## config.mk

```make
export PLATFORM = sky130hd
export DESIGN_NAME = ct_mem_arb
export DESIGN_NICKNAME = d
export VERILOG_FILES = /design/src/rtl/ct_mem_arb.sv
export SDC_FILE = /design/constraint.sdc
export NUM_CORES = 1
export LEC_CHECK = 0
export CORE_ASPECT_RATIO = 0.8
export CORE_UTILIZATION = 35
export CTS_BUF_LIST = sky130_fd_sc_hd__clkbuf_16
export CTS_CLUSTER_DIAMETER = 30
export DETAILED_ROUTE_END_ITERATION = 8
export PLACE_DENSITY_LB_ADDON = 0.08
export RECOVER_POWER = 50
export SYNTH_ARGS = -nofsm -noshare
export SYNTH_HDL_FRONTEND = slang
export SYNTH_SLANG_ARGS = --single-unit
```

## constraint.sdc

```tcl
create_clock -name clk -period 2.5 [get_ports clk]
set_clock_uncertainty 0.05 [all_clocks]
set_input_delay 0.5 -clock clk [delete_from_list [all_inputs] [get_ports clk]]
set_output_delay 0.5 -clock clk [all_outputs]
set_load 0.01 [all_outputs]
```

## src/rtl/ct_mem_arb.sv

```systemverilog
// ct_mem_arb: round-robin arbiter that shares the single read port of the
// ciphertext memory between NREQ crack engines. Each read is sequenced as
// IDLE/DONE (grant) -> ADDR (memory samples ct_addr) -> WAIT (capture data)
// -> DONE (rd_valid pulse to the owner). An owner holding lock keeps the
// port for up to MAX_BURST consecutive reads (0 = unlimited).
//
// Ports:
//   clk        clock, rising edge
//   rst        asynchronous active-high reset
//   req        per-engine read request (level)
//   lock       per-engine burst hold, honoured only for the current owner
//   addr       flattened request addresses, engine i at [i*AW +: AW]
//   rd_valid   one-cycle pulse to the owner when rd_data is valid
//   rd_data    registered read data, shared by all engines
//   owner      index of the engine granted the current/last transaction
//   busy       high whenever the FSM is not idle
//   ct_addr    registered address to ct_mem
//   ct_rddata  ct_mem read data, valid one cycle after ct_addr is sampled
module ct_mem_arb #(
    parameter int unsigned NREQ      = 2,
    parameter int unsigned AW        = 8,
    parameter int unsigned DW        = 8,
    parameter int unsigned MAX_BURST = 16
) (
    input  logic                     clk,
    input  logic                     rst,
    input  logic [NREQ-1:0]          req,
    input  logic [NREQ-1:0]          lock,
    input  logic [NREQ*AW-1:0]       addr,
    output logic [NREQ-1:0]          rd_valid,
    output logic [DW-1:0]            rd_data,
    output logic [$clog2(NREQ)-1:0]  owner,
    output logic                     busy,
    output logic [AW-1:0]            ct_addr,
    input  logic [DW-1:0]            ct_rddata
);

    localparam int unsigned OW  = $clog2(NREQ);
    // Wide enough to hold MAX_BURST; at least one bit when MAX_BURST is 0.
    localparam int unsigned BCW = $clog2(MAX_BURST + 2);

    typedef enum logic [1:0] {StIdle, StAddr, StWait, StDone} state_e;

    state_e          state_q, state_d;
    logic [OW-1:0]   rr_q, rr_d;
    logic [OW-1:0]   owner_q, owner_d;
    logic [BCW-1:0]  burst_q, burst_d;
    logic [AW-1:0]   ct_addr_q, ct_addr_d;
    logic [DW-1:0]   rd_data_q, rd_data_d;
    logic [NREQ-1:0] rd_valid_q, rd_valid_d;

    logic            rr_found;
    logic [OW-1:0]   rr_idx;
    logic [OW-1:0]   cand;
    logic            burst_ok;
    logic            keep;
    logic            grant_any;
    logic [OW-1:0]   grant_idx;
    logic [AW-1:0]   grant_addr;

    // Round-robin search starting at rr_q; first asserted request wins.
    always_comb begin
        rr_found = 1'b0;
        rr_idx   = '0;
        cand     = '0;
        for (int i = 0; i < NREQ; i++) begin
            cand = OW'((32'(rr_q) + 32'(i)) % NREQ);
            if (!rr_found && req[cand]) begin
                rr_found = 1'b1;
                rr_idx   = cand;
            end
        end
    end

    // The owner keeps the port only from DONE, only with req and lock both
    // high, and only while under the burst cap. rr_q already points past the
    // owner, so a cap-forced release leaves the old owner with lowest priority.
    always_comb begin
        burst_ok  = (MAX_BURST == 0) || (burst_q < BCW'(MAX_BURST));
        keep      = (state_q == StDone) && req[owner_q] && lock[owner_q] && burst_ok;
        grant_any = keep || rr_found;
        grant_idx = keep ? owner_q : rr_idx;
        grant_addr = '0;
        for (int i = 0; i < NREQ; i++) begin
            if (OW'(i) == grant_idx) begin
                grant_addr = addr[i*AW +: AW];
            end
        end
    end

    always_comb begin
        state_d    = state_q;
        rr_d       = rr_q;
        owner_d    = owner_q;
        burst_d    = burst_q;
        ct_addr_d  = ct_addr_q;
        rd_data_d  = rd_data_q;
        rd_valid_d = '0;
        case (state_q)
            StIdle, StDone: begin
                if (grant_any) begin
                    state_d   = StAddr;
                    owner_d   = grant_idx;
                    ct_addr_d = grant_addr;
                    if (keep) begin
                        burst_d = burst_q + 1'b1;
                    end else begin
                        rr_d    = OW'((32'(rr_idx) + 32'd1) % NREQ);
                        burst_d = BCW'(1);
                    end
                end else begin
                    state_d = StIdle;
                end
            end
            StAddr: state_d = StWait;
            StWait: begin
                state_d   = StDone;
                rd_data_d = ct_rddata;
                for (int i = 0; i < NREQ; i++) begin
                    rd_valid_d[i] = (OW'(i) == owner_q);
                end
            end
            default: state_d = StIdle;
        endcase
    end

    always_ff @(posedge clk or posedge rst) begin
        if (rst) begin
            state_q    <= StIdle;
            rr_q       <= '0;
            owner_q    <= '0;
            burst_q    <= '0;
            ct_addr_q  <= '0;
            rd_data_q  <= '0;
            rd_valid_q <= '0;
        end else begin
            state_q    <= state_d;
            rr_q       <= rr_d;
            owner_q    <= owner_d;
            burst_q    <= burst_d;
            ct_addr_q  <= ct_addr_d;
            rd_data_q  <= rd_data_d;
            rd_valid_q <= rd_valid_d;
        end
    end

    assign rd_valid = rd_valid_q;
    assign rd_data  = rd_data_q;
    assign owner    = owner_q;
    assign busy     = (state_q != StIdle);
    assign ct_addr  = ct_addr_q;

endmodule

```

==> impl_results.md <==
- Routed WL: about 2.6 mm
- Slew HR: 0.05527
- Crit-path cells: clkdlybuf4s50_1, or2_0, a311o_1, a31oi_2, a221o_1
- Internal power: 1.488 mW
- Hold Buf Count CTS: 0
- Hold crit path type: reg -> reg
- Avg WL per Cell: 13.64 microns
- Post-cts resize count: 0
- Initial DRT Pass Iterations: 4
- First-pass GRT wire length: ~4 mm
- Number of synthesis warnings: 0
- Max-Cap Viols: 0
- Largest net degree at the start of global routing: 28
- Cell Area, Synth: ~1200 sq um
- Synthesized net count: around 130
- Fillers: 269
- Setup-failing EPs final: 0
- Die ar.: between 3000 and 4000 sq um
- Met3 usage: 0.05000
- Endpoint class of the critical path: flop
- Vias in the first global route: roughly 900
- Detailed Place HPWL: 1.952 mm
- PD cells: between 1000 and 1500 nW/um^2
- Mean Syn Cell Area: between 10 and 15 sq um
- Clk Latency, worst-skew pair: 250 ps
- CP Data Required Time: about 2600 ps
- Layout cell share with drive strength beyond 1: 0.09396
- Crit path max fanout: 8
- Sw power: 0.7114 mW
- Share of the synthesized area in the top cell type: 0.5654
- Core area: 3176 sq um
- Reg power frac: 0.338
- Clock transition at path regs: 60 ps
- Initial DRC count: 52
- Slew @ Worst Pin: 1417 ps
- Sequential share of the synthesized area: 0.5654
- Initial antenna violation count: 0
- ANT nets after route: 0
- Root buffer cell: clkbuf_16
- Worst setup margin: 493.2 ps
- Pre-CTS WS: approximately 240 ps
- Async SR Flop Fraction: 1.000
- RSZ-0062 raised after global routing: false
- Met1 usage: 0.1821
- CTS tree: done
- Max Transition Viols Final: 0
- Via density: 4.989
- CP delay by family, top: compound AO/OA/AOI/OAI gates
- Die Span Y: 54.26 microns
- GRT Overall Usage: 0.1516
- Starting Density: 0.3763
- Ant. Diodes: 0
- Area of the multi-input gates: about 470 sq um
- Worst Path Arrival: roughly 2200 ps
- Die width: 67.33 microns
- Pleak: between 0.7 and 0.8 nW
- Total grt overflow: 0
- Final Instance Count excl. Fillers: 189
- Inst Count DP: 185
- Setup Fix Bufs, Post-CTS: 0
- Area contributors post-synth: dfrtp_1 57%, mux2_2 7.5%, a221o_1 6.7%
- Sink Count: 27
- NumNets Final: 184
- Gate power share: 0.503
- CP max stage cell: a31oi_2
- Num ports: 50
- CTS Buf Count: 3
- Met2 GRT Util: 0.2717
- DRC: 0
- H-tree levels: 1
- Setup_tns: 0 ps
- Area growth syn-to-layout: 51.20%
- WS Path Type: in -> reg
- Max Root-Sink Buffers: 2
- Critical path's largest stage delay: 420 ps
- Post-synthesis register bit count: 27
- CP startpoint kind: primary input
- Status: finished clean
- Net Sw Frac: 0.3235
- FF/Latch Area: 675.6 sq um
- Buf+Inv Stages, Crit Path: 1
- Gp weighted congestion: 0.6479
- Yosys top cell by area: dfrtp_1
- Crit share post-route: 0.8027
- Number of flops mapped to enable cells by yosys: 0
- Clk pwr share: 0.159
- Mapped Cells: 97
- Global routing's busiest layer: met2
- Vias: 943
- PortBufs: 49
- FMAX: 0.4983 GHz
- Predominant post-synthesis flop cell: dfrtp_1
- Synth unique cells: 29
- Max IR drop VDD: ~540 uV
- Hold Vio Cnt, Final: 0
- Minimum clock period: around 2000 ps
- FP Rows: 18
## power groups by stage
stage	Clock, mW	Sequential, mW	Combinational, mW
floorplan	0	0.811	0.565
global placement	0	0.745	1.09
detailed placement	0	0.754	1.12
CTS	0.362	0.746	1.12
global route	0.380	0.769	1.21
finish	0.349	0.744	1.11
## cell families after synthesis
logic type	synth area share
buffers and inverters	0.03770
muxes	0.07540
and+or+nand+nor	0.1215
adders and majority gates	0.04189
DFF	0.5654
AOI/OAI and AO/OA	0.1581
## sequential cells by signal, indices dropped and copies added, names as in the netlist
signal	count
rd_valid	2
rr_q	1
burst_q	5
ct_addr	8
rd_data	8
owner	1
state_q	2
## layout make-up
cell class                      instances  area share
Clock inverter                          1    0.002078
Sequential cell                        27      0.3740
Timing Repair Buffer                   51      0.2777
Clock buffer                            3     0.04155
Tap cell                               40     0.02770
Multi-Input combinational cell         60      0.2625
Inverter                                7     0.01454
## placed cells by master, fill, tap and decap left out, drive strengths merged, types with 2 or more instances in the layout
| cell | netlist | layout |
|---|---|---|
| mux2 | 8 | 8 |
| and2 | 9 | 9 |
| a31oi | 2 | 2 |
| clkdlybuf4s50 | 0 | 49 |
| o21ai | 4 | 4 |
| nand2 | 5 | 5 |
| dfrtp | 27 | 27 |
| nor2b | 2 | 2 |
| clkbuf | 2 | 4 |
| o21bai | 2 | 2 |
| ha | 4 | 4 |
| nand3 | 2 | 2 |
| a21o | 2 | 2 |
| a221o | 8 | 8 |
| inv | 7 | 8 |
## worst register-to-register path, delay by kind of cell, from the launching register on
kind | cells | cell delay, ps
buf+inv | 2 | 260
fa+ha+maj | 1 | 360
flops | 1 | 360
compound gates | 3 | 820
## cell usage after synthesis, types with 2 or more instances
| cell type | instances |
|---|---|
| mux2_2 | 8 |
| o21bai_1 | 2 |
| o21ai_0 | 3 |
| nand2_1 | 5 |
| a21o_1 | 2 |
| nor2b_1 | 2 |
| nand3_1 | 2 |
| and2_1 | 9 |
| ha_1 | 4 |
| a221o_1 | 8 |
| dfrtp_1 | 27 |
| inv_1 | 7 |
| clkbuf_1 | 2 |
## per-stage QoR
stage	total power, mW	utilization	hold WS (ps)	cell area [sq um]
2_1_floorplan	1.376	-	399.2	1195
3_3_place_gp	1.837	0.5453	424.1	1732
3_5_place_dp	1.873	0.5453	425.1	1732
4_1_cts	2.232	0.5701	439.5	1810
5_1_grt	2.360	0.5690	457.4	1807
6_report	2.199	0.5690	431.2	1807
## routing by layer
metal,share of wire,routed length (microns)
met5,0,0
met3,0.055,141
met2,0.49,1274
met4,0.0016,4
met1,0.45,1158
## final timing paths
| kind | from | endpoint | slack [ps] | depth (start not counted) |
|---|---|---|---|---|
| min | burst_q[4] | burst_q[4] | 430 | 2 |
| max reg2reg | state_q[0] | ct_addr[6] | 590 | 6 |
| max in group asynchronous | rst | ct_addr[7] | 590 | 3 |
| max | lock[0] | ct_addr[6] | 490 | 5 |
| min reg2reg | burst_q[4] | burst_q[4] | 430 | 2 |
| min in group asynchronous | rst | ct_addr[4] | 980 | 3 |
Power figures use the tool's default switching activity.
